### config.mk
export PLATFORM = sky130hd
export DESIGN_NAME = spi_frame_writer_flat
export DESIGN_NICKNAME = d
export VERILOG_FILES = /design/src/rtl/spi_frame_writer_if.sv /design/src/rtl/spi_frame_writer.sv /design/src/flat_wrapper.sv
export SDC_FILE = /design/constraint.sdc
export NUM_CORES = 1
export LEC_CHECK = 0
export CAP_MARGIN = 20
export CORE_MARGIN = 3
export CORE_UTILIZATION = 52
export DETAILED_ROUTE_END_ITERATION = 16
export GPL_ROUTABILITY_DRIVEN = 0
export PLACE_DENSITY = 0.76
export SLEW_MARGIN = 20
export SYNTH_ARGS = -nofsm -noshare
export SYNTH_HDL_FRONTEND = slang
export SYNTH_SLANG_ARGS = --single-unit
### constraint.sdc
create_clock -name CLK_40 -period 1.9 [get_ports CLK_40]
set_input_delay 0.38 -clock CLK_40 [delete_from_list [all_inputs] [get_ports CLK_40]]
set_output_delay 0.38 -clock CLK_40 [all_outputs]
set_load 0.05 [all_outputs]
### src/rtl/spi_frame_writer_if.sv
// Frame-writer bus: serial video input side and double-buffered frame-memory write side.
// The master is the writer itself; the slave is whoever feeds MISO and owns the frame buffer.
interface spi_frame_writer_if #(
    parameter int WORD_W = 8,
    parameter int ADDR_W = 14
);
    logic              SPI_clk_en;
    logic              MISO;
    logic              video_data_ready;
    logic              frame_consumed;
    logic              wr_en;
    logic [ADDR_W-1:0] wr_addr;
    logic [WORD_W-1:0] wr_data;
    logic              wr_bank;
    logic              display_bank;
    logic              frame_done;
    logic              overflow;

    modport master (
        input  SPI_clk_en,
        input  MISO,
        input  video_data_ready,
        input  frame_consumed,
        output wr_en,
        output wr_addr,
        output wr_data,
        output wr_bank,
        output display_bank,
        output frame_done,
        output overflow
    );

    modport slave (
        output SPI_clk_en,
        output MISO,
        output video_data_ready,
        output frame_consumed,
        input  wr_en,
        input  wr_addr,
        input  wr_data,
        input  wr_bank,
        input  display_bank,
        input  frame_done,
        input  overflow
    );
endinterface

### src/rtl/spi_frame_writer.sv
// Deserialises MISO into words and writes them into one half of a double-buffered
// frame memory, swapping banks once the display side has released the other half.
module spi_frame_writer #(
    parameter int WORD_W     = 8,
    parameter int CELL_COUNT = 9600,
    parameter int ADDR_W     = 14
) (
    input  logic               CLK_40,
    input  logic               reset,
    spi_frame_writer_if.master bus
);
    localparam int BIT_W = (WORD_W > 1) ? $clog2(WORD_W) : 1;
    localparam logic [BIT_W-1:0]  LAST_BIT  = BIT_W'(WORD_W - 1);
    localparam logic [ADDR_W-1:0] LAST_CELL = ADDR_W'(CELL_COUNT - 1);

    typedef enum logic [1:0] {
        IDLE,
        CAPTURE,
        WAIT_SWAP
    } state_t;

    state_t            state_reg;
    logic [WORD_W-1:0] shift_reg;
    logic [BIT_W-1:0]  bit_cnt_reg;
    logic [ADDR_W-1:0] word_cnt_reg;
    logic              bank_free_reg;
    logic              wr_en_reg;
    logic [ADDR_W-1:0] wr_addr_reg;
    logic [WORD_W-1:0] wr_data_reg;
    logic              wr_bank_reg;
    logic              frame_done_reg;
    logic              overflow_reg;

    logic              sample_en;
    logic              swap_now;
    logic [WORD_W-1:0] shift_next;

    assign sample_en  = bus.SPI_clk_en & bus.video_data_ready;
    assign shift_next = {shift_reg[WORD_W-2:0], bus.MISO};
    // A consumed pulse arriving in the very cycle we wait is as good as a latched one.
    assign swap_now   = (state_reg == WAIT_SWAP) && (bank_free_reg || bus.frame_consumed);

    always_ff @(posedge CLK_40) begin
        if (reset) begin
            state_reg      <= IDLE;
            shift_reg      <= '0;
            bit_cnt_reg    <= '0;
            word_cnt_reg   <= '0;
            bank_free_reg  <= 1'b1;
            wr_en_reg      <= 1'b0;
            wr_addr_reg    <= '0;
            wr_data_reg    <= '0;
            wr_bank_reg    <= 1'b0;
            frame_done_reg <= 1'b0;
            overflow_reg   <= 1'b0;
        end else begin
            wr_en_reg      <= 1'b0;
            frame_done_reg <= 1'b0;

            if (swap_now) begin
                bank_free_reg <= 1'b0;
            end else if (bus.frame_consumed) begin
                bank_free_reg <= 1'b1;
            end

            case (state_reg)
                IDLE: begin
                    if (bus.video_data_ready) begin
                        state_reg <= CAPTURE;
                    end
                end

                CAPTURE: begin
                    // Dropping video_data_ready simply stalls here with the partial word intact.
                    if (sample_en) begin
                        shift_reg <= shift_next;
                        if (bit_cnt_reg == LAST_BIT) begin
                            bit_cnt_reg <= '0;
                            wr_en_reg   <= 1'b1;
                            wr_data_reg <= shift_next;
                            wr_addr_reg <= word_cnt_reg;
                            if (word_cnt_reg == LAST_CELL) begin
                                frame_done_reg <= 1'b1;
                                word_cnt_reg   <= '0;
                                state_reg      <= WAIT_SWAP;
                            end else begin
                                word_cnt_reg <= word_cnt_reg + ADDR_W'(1);
                            end
                        end else begin
                            bit_cnt_reg <= bit_cnt_reg + BIT_W'(1);
                        end
                    end
                end

                WAIT_SWAP: begin
                    // No bank to write into: the bit is lost and the error is remembered.
                    if (sample_en) begin
                        overflow_reg <= 1'b1;
                    end
                    if (swap_now) begin
                        wr_bank_reg <= ~wr_bank_reg;
                        state_reg   <= IDLE;
                    end
                end

                default: begin
                    state_reg <= IDLE;
                end
            endcase
        end
    end

    assign bus.wr_en        = wr_en_reg;
    assign bus.wr_addr      = wr_addr_reg;
    assign bus.wr_data      = wr_data_reg;
    assign bus.wr_bank      = wr_bank_reg;
    assign bus.display_bank = ~wr_bank_reg;
    assign bus.frame_done   = frame_done_reg;
    assign bus.overflow     = overflow_reg;
endmodule

### src/flat_wrapper.sv
// flat-port wrapper written by rule: the top's interface ports become plain ports
module spi_frame_writer_flat 
#(
    parameter int WORD_W     = 8,
    parameter int CELL_COUNT = 9600,
    parameter int ADDR_W     = 14
)
  (CLK_40, reset, bus_SPI_clk_en, bus_MISO, bus_video_data_ready, bus_frame_consumed, bus_wr_en, bus_wr_addr, bus_wr_data, bus_wr_bank, bus_display_bank, bus_frame_done, bus_overflow);
  spi_frame_writer_if #(.WORD_W(WORD_W), .ADDR_W(ADDR_W)) bus_i ();
  input  logic CLK_40;
  input  logic reset;
  input wire logic [$bits(bus_i.SPI_clk_en)-1:0] bus_SPI_clk_en;
  input wire logic [$bits(bus_i.MISO)-1:0] bus_MISO;
  input wire logic [$bits(bus_i.video_data_ready)-1:0] bus_video_data_ready;
  input wire logic [$bits(bus_i.frame_consumed)-1:0] bus_frame_consumed;
  output wire logic [$bits(bus_i.wr_en)-1:0] bus_wr_en;
  output wire logic [$bits(bus_i.wr_addr)-1:0] bus_wr_addr;
  output wire logic [$bits(bus_i.wr_data)-1:0] bus_wr_data;
  output wire logic [$bits(bus_i.wr_bank)-1:0] bus_wr_bank;
  output wire logic [$bits(bus_i.display_bank)-1:0] bus_display_bank;
  output wire logic [$bits(bus_i.frame_done)-1:0] bus_frame_done;
  output wire logic [$bits(bus_i.overflow)-1:0] bus_overflow;
  assign bus_i.SPI_clk_en = bus_SPI_clk_en;
  assign bus_i.MISO = bus_MISO;
  assign bus_i.video_data_ready = bus_video_data_ready;
  assign bus_i.frame_consumed = bus_frame_consumed;
  assign bus_wr_en = bus_i.wr_en;
  assign bus_wr_addr = bus_i.wr_addr;
  assign bus_wr_data = bus_i.wr_data;
  assign bus_wr_bank = bus_i.wr_bank;
  assign bus_display_bank = bus_i.display_bank;
  assign bus_frame_done = bus_i.frame_done;
  assign bus_overflow = bus_i.overflow;
  spi_frame_writer #(.WORD_W(WORD_W), .CELL_COUNT(CELL_COUNT), .ADDR_W(ADDR_W)) u_core (.CLK_40(CLK_40), .reset(reset), .bus(bus_i));
endmodule
Yosys cells after proc, flatten, opt, wreduce, memory -nomap -nowiden
Cells that the tools add are included.

operators by class
  $add $sub $neg = 2
  equal/unequal tests = 9
  mux-type cells = 12
  bitwise gates (word level) = 5
  reductions and logical operators = 11

operators by type and width
  cell                                                                      number
  14-bit by 1-bit adder with 14-bit output (second input constant)          1
  14-bit equality test (second input constant)                              1
  14-bit two-way mux                                                        1
  2-bit two-way mux                                                         5
  2-bit by 1-bit inequality test with 1-bit output (second input constant)  4
  2-bit case mux with 3 select lines                                        1
  2-bit AND reduction                                                       3
  5-bit AND reduction                                                       1
  1-bit two-way mux                                                         4
  1-bit inverter                                                            4
  4-bit OR reduction                                                        1
  3-bit by 1-bit adder with 3-bit output (second input constant)            1
  3-bit equality test (second input constant)                               1
  3-bit two-way mux                                                         1
  3-bit AND reduction                                                       1
  3-bit OR reduction                                                        1
  2-bit by 1-bit equality test with 1-bit output (second input constant)    1
  2-bit equality test (second input constant)                               1
  2-bit logical NOT                                                         1
  2-bit inequality test (second input constant)                             1
  2-bit nonzero test                                                        1
  1-bit AND                                                                 1
  1-bit logical AND                                                         1
  1-bit logical OR                                                          1

storage, ports and cells
  register bits after elaboration = 53
  input port bits = 6
  output and inout port bits = 27
  logic and storage cells = 50

Logic depth before layout (Yosys ltp)
  depth in word-level cells = 5
  gate-level depth with buffers = 7
  gate-level depth less buffers = 6

Worst setup path before layout
Ideal clock, no wire load.

  kind = flip-flop to flip-flop
  from = register u_core.bit_cnt_reg[0]
  to = register u_core.word_cnt_reg[10]
  setup time = 127 ps
  arrival time = 1486 ps
  data required time = 1773 ps
  slack = 286 ps
  stages on the path, launching flop included = 7
  path buffers = 1
  period minus slack after synthesis = 1614 ps
  cell sequence = dfxtp_1 ha_1 ha_1 clkbuf_1 nand2_1 o21bai_2 nor2_1

on the way
  longest elaborated chain between the ends = 2

ends and longest elaborated chain
  what                           RTL line                source
  start, declared                spi_frame_writer.sv:24  logic [BIT_W-1:0] bit_cnt_reg;
  start signal, assigned         spi_frame_writer.sv:90  bit_cnt_reg <= bit_cnt_reg + BIT_W'(1);
  3-bit equality test            spi_frame_writer.sv:77  if (bit_cnt_reg == LAST_BIT) begin
  3-bit AND reduction (no line)  n/a
  end signal, assigned           spi_frame_writer.sv:87  word_cnt_reg <= word_cnt_reg + ADDR_W'(1);
  end, declared                  spi_frame_writer.sv:25  logic [ADDR_W-1:0] word_cnt_reg;

No other way between the ends.
A chain may end at the register's enable or synchronous reset.

Final worst setup path
  from = register u_core.wr_addr_reg[5] (netlist: u_core.bus.wr_addr[5])
  to = output port bus_wr_addr[5]

RTL lines
  what                    RTL line                source
  start, declared         spi_frame_writer.sv:28  logic [ADDR_W-1:0] wr_addr_reg;
  start signal, assigned  spi_frame_writer.sv:81  wr_addr_reg <= word_cnt_reg;
  end, declared           flat_wrapper.sv:17      output wire logic [$bits(bus_i.wr_addr)-1:0] bus_wr_addr;

No word-level cell between the ends.

==> flow_summary.rst <==
.. list-table::
   :header-rows: 1

   * - Metric
     - Value
   * - Number of pins exceeding their max-slew limit in the final report
     - 0
   * - Routed wire length
     - 4590 um
   * - Dominant combinational cell family by area after synthesis
     - simple AND/OR/NAND/NOR gates
   * - Number of filler cells placed in the layout
     - 310
   * - Unrepaired setup endpoints after global routing
     - false
   * - Result of the run
     - finished clean
   * - Area growth from synthesis to layout
     - 28.5%
   * - Residual antenna-violating net count after detailed routing
     - 0
   * - Yosys warnings
     - 0
   * - Total power draw
     - around 2.1 mW
   * - Initial Util
     - 0.558
   * - Vias
     - 1843
   * - Area fraction of the dominant cell type after synthesis
     - 0.504
   * - Clock tree root driver cell
     - sky130_fd_sc_hd__clkbuf_8
   * - Endpoint of the worst setup timing path
     - bus_wr_addr[5]
   * - Part of the Yosys area used for sequential elements
     - 0.504
   * - Die span in x
     - 69.6 um
   * - Number of nets in the layout
     - about 300
   * - Share of synthesized cell area in and, or, nand and nor gates
     - 0.280
   * - Number of synthesized flops with an enable pin
     - 0
   * - Core Box Area
     - 3770 um2
   * - Global route overflow
     - 0
   * - Startpoint of the worst-slack reg-to-reg timing path
     - u_core.bit_cnt_reg[0]$_SDFFE_PP0P_
   * - Final period utilization
     - 0.969
   * - Share of cell area taken by muxes after synthesis
     - 0.00476
   * - PostCTS Resize Cnt
     - 0
   * - DR iter-0 viols
     - 90
   * - FF-to-FF setup slack
     - 0.24 ns
   * - Shortest clock period the worst path allows after layout
     - 1.84 ns
   * - Average vias per placed instance
     - 5.37
   * - Buffers on Ports
     - 32
   * - Later-pin clock latency in the skew report
     - approximately 0.30 ns
   * - Area of all sequential standard cells
     - 1060 um2
   * - Number of buffers and inverters on the critical path
     - 1
   * - Data required time of the worst path
     - approximately 1.5 ns
   * - Floorplan row count
     - 22
   * - H-tree levels
     - 2
   * - HPWL after detailed placement
     - 3160 um
   * - Max-Slew Margin vs Limit
     - 0.663
   * - Slew of the pin with the lowest slew margin
     - 0.503 ns
   * - Share of post-route cells with drive strength above 1
     - 0.132
   * - Die H
     - 69.6 um
   * - Adder and majority cell fraction of the synthesized area
     - 0.0178
   * - Crit path max fanout
     - 2
   * - Largest cells by area after synthesis
     - sky130_fd_sc_hd__dfxtp_1 (50%), sky130_fd_sc_hd__nand2_1 (12%), sky130_fd_sc_hd__a21oi_1 (8.3%)
   * - Number of library cell types mapped by synthesis
     - 37
   * - Clk_skew
     - 0.00566 ns
   * - Number of gates on the worst path with buffers counted
     - 1
   * - Number of cells produced by synthesis
     - between 200 and 300
   * - Maximum achievable frequency
     - about 540 MHz
   * - First element of the critical path
     - u_core.bus.wr_addr[5]$_SDFFE_PP0P_
   * - Net count of the mapped netlist
     - 260
   * - WL/cell
     - 13.4 um
   * - Seq cells post-synth
     - 53
   * - Hold bufs inserted after CTS
     - 0
   * - Maximum clock insertion buffer count
     - 2
   * - Worst supply voltage drop on vdd
     - roughly 660 uV
   * - Full die area
     - ~4800 um2
   * - Pin count of the biggest net entering global routing
     - 40
   * - Number of iterations in the first detailed-routing pass
     - 4
   * - Crit-path max cell delay
     - 0.81 ns
   * - Post-CTS setup buffer count
     - 0
   * - Top_reg_cell synth
     - sky130_fd_sc_hd__dfxtp_1
   * - Endpoint of the most critical register-to-register path
     - u_core.word_cnt_reg[13]$_SDFFE_PP0P_
   * - Num CTS Buffers
     - 5
   * - Total track usage
     - 0.199
   * - Number of diodes
     - 0
   * - I/O Pins
     - 33
   * - Hold Vio Cnt, Final
     - 0
   * - CP Class
     - flip-flop to primary output
   * - Count of maximum capacitance violations
     - 0
   * - Startpoint class of the critical path
     - flip-flop
   * - Setup-failing EPs final
     - 0
   * - Async S/R FF share, synth
     - 0
   * - Setup Total Neg Slack
     - 0 ns
   * - Global-route wire length before repair
     - about 7900 um
   * - Compound-cell area share of the yosys netlist
     - 0.112
   * - Synth area leader
     - sky130_fd_sc_hd__dfxtp_1
   * - Mean area per synthesized cell
     - 8.38 um2
   * - Class of the worst hold path
     - flip-flop to flip-flop
   * - Register clock-pin slew on the reported worst setup and hold paths
     - ~0.09 ns
   * - Number of antenna violations at the first check in global routing
     - 0
   * - Cell-by-cell listing of the critical path
     - clkdlybuf4s50_1
   * - Post-synthesis cell area
     - approximately 2100 um2
   * - Leakage Power
     - ~0.96 nW
   * - Worst Path Arrival
     - 1.46 ns
   * - CP endpoint kind
     - primary output
   * - Clock tree from TritonCTS
     - done
   * - # DRC
     - 0
   * - Register-to-Register Path Depth
     - 6
   * - Xor-xnor portion of the synthesized cell area
     - 0.0416
   * - Worst path slowest cell
     - sky130_fd_sc_hd__clkdlybuf4s50_1
   * - Number of clock sinks
     - 53
   * - Power density over cell area
     - 764 nW/um2
   * - Multi-input gate area in the final layout
     - 960 um2
   * - Number of global-route vias before repair
     - 1793
   * - CP delay by family, top
     - buffers and inverters
==> cells by family after synthesis <==
family | after synthesis
simple gates | 123
flops | 53
compound gates | 43
buf+inv | 18
xor+xnor | 10
fa+ha+maj | 3
mux | 1
==> layer usage <==
metal	global-route usage	wire length (um)	up-vias
met5	0	0	-
met4	0.0660	27	0
met3	0.0478	263	2
met2	0.341	2130	57
met1	0.245	2160	853
li1	-	-	931
==> placed cells by master, fill, tap and decap left out, types with 2 or more instances in the layout <==
| cell | count |
|---|---|
| sky130_fd_sc_hd__clkdlybuf4s50_1 | 28 |
| sky130_fd_sc_hd__nor3_1 | 7 |
| sky130_fd_sc_hd__buf_4 | 21 |
| sky130_fd_sc_hd__inv_1 | 3 |
| sky130_fd_sc_hd__ha_1 | 3 |
| sky130_fd_sc_hd__xor2_1 | 4 |
| sky130_fd_sc_hd__bufinv_16 | 2 |
| sky130_fd_sc_hd__buf_12 | 2 |
| sky130_fd_sc_hd__xnor2_1 | 6 |
| sky130_fd_sc_hd__nand2_1 | 65 |
| sky130_fd_sc_hd__dfxtp_1 | 53 |
| sky130_fd_sc_hd__nor2_1 | 18 |
| sky130_fd_sc_hd__nor4_1 | 3 |
| sky130_fd_sc_hd__and3_2 | 2 |
| sky130_fd_sc_hd__a31oi_1 | 2 |
| sky130_fd_sc_hd__nand3_1 | 7 |
| sky130_fd_sc_hd__and2_1 | 3 |
| sky130_fd_sc_hd__nand3b_1 | 2 |
| sky130_fd_sc_hd__clkbuf_8 | 5 |
| sky130_fd_sc_hd__a21oi_1 | 35 |
| sky130_fd_sc_hd__nand4_1 | 5 |
==> how the worst min path moves through the flow <==
stage                                              startpoint  slack [ns]                                   to  cells after the start
after CTS                  u_core.bus.wr_addr[1]$_SDFFE_PP0P_        0.46   u_core.bus.wr_addr[1]$_SDFFE_PP0P_                      2
after global placement     u_core.bus.wr_data[4]$_SDFFE_PP0P_        0.44   u_core.bus.wr_data[4]$_SDFFE_PP0P_                      2
after global routing      u_core.bus.wr_addr[12]$_SDFFE_PP0P_        0.48  u_core.bus.wr_addr[12]$_SDFFE_PP0P_                      2
after floorplan              u_core.shift_reg[6]$_SDFFE_PP0P_        0.43   u_core.bus.wr_data[7]$_SDFFE_PP0P_                      2
final                      u_core.bus.wr_addr[1]$_SDFFE_PP0P_        0.46   u_core.bus.wr_addr[1]$_SDFFE_PP0P_                      2
after detailed placement   u_core.bus.wr_addr[1]$_SDFFE_PP0P_        0.45   u_core.bus.wr_addr[1]$_SDFFE_PP0P_                      2
==> Yosys cell counts, drive strengths merged, types with 4 or more instances <==
cell type	count
a21oi	35
xnor2	6
xor2	4
dfxtp	53
nor2	18
nand3	7
nand4	6
nand2	65
nor3	8
buf	8
clkbuf	7
==> where the power goes <==
part / leakage [nW] / total [mW] / switching, mW / internal [mW]
Sequential: 0.427 / 1.12 / 0.00373 / 1.11
Combinational: 0.463 / 0.0587 / 0.0344 / 0.0243
Clock: 0.0681 / 0.889 / 0.366 / 0.523
==> area by class of cell <==
cell class	instances	area share
Timing Repair Buffer	51	0.177
Multi-Input combinational cell	180	0.355
Clock inverter	3	0.0241
Inverter	3	0.00416
Tap cell	48	0.0222
Clock buffer	5	0.0255
Sequential cell	53	0.392
==> metrics by stage <==
stage / worst slack (ns) / utilization / instance area (um2) / cells / hold WS, ns
2_1_floorplan: 0.286 / - / 2100 / 251 / 0.432
5_1_grt: 0.0100 / 0.717 / 2700 / 343 / 0.482
4_1_cts: 0.0426 / 0.717 / 2700 / 343 / 0.459
6_report: 0.0596 / 0.717 / 2700 / 343 / 0.457
3_5_place_dp: -0.0380 / 0.681 / 2570 / 335 / 0.446
3_3_place_gp: -0.0266 / 0.681 / 2570 / 335 / 0.443
Power figures use the tool's default switching activity.
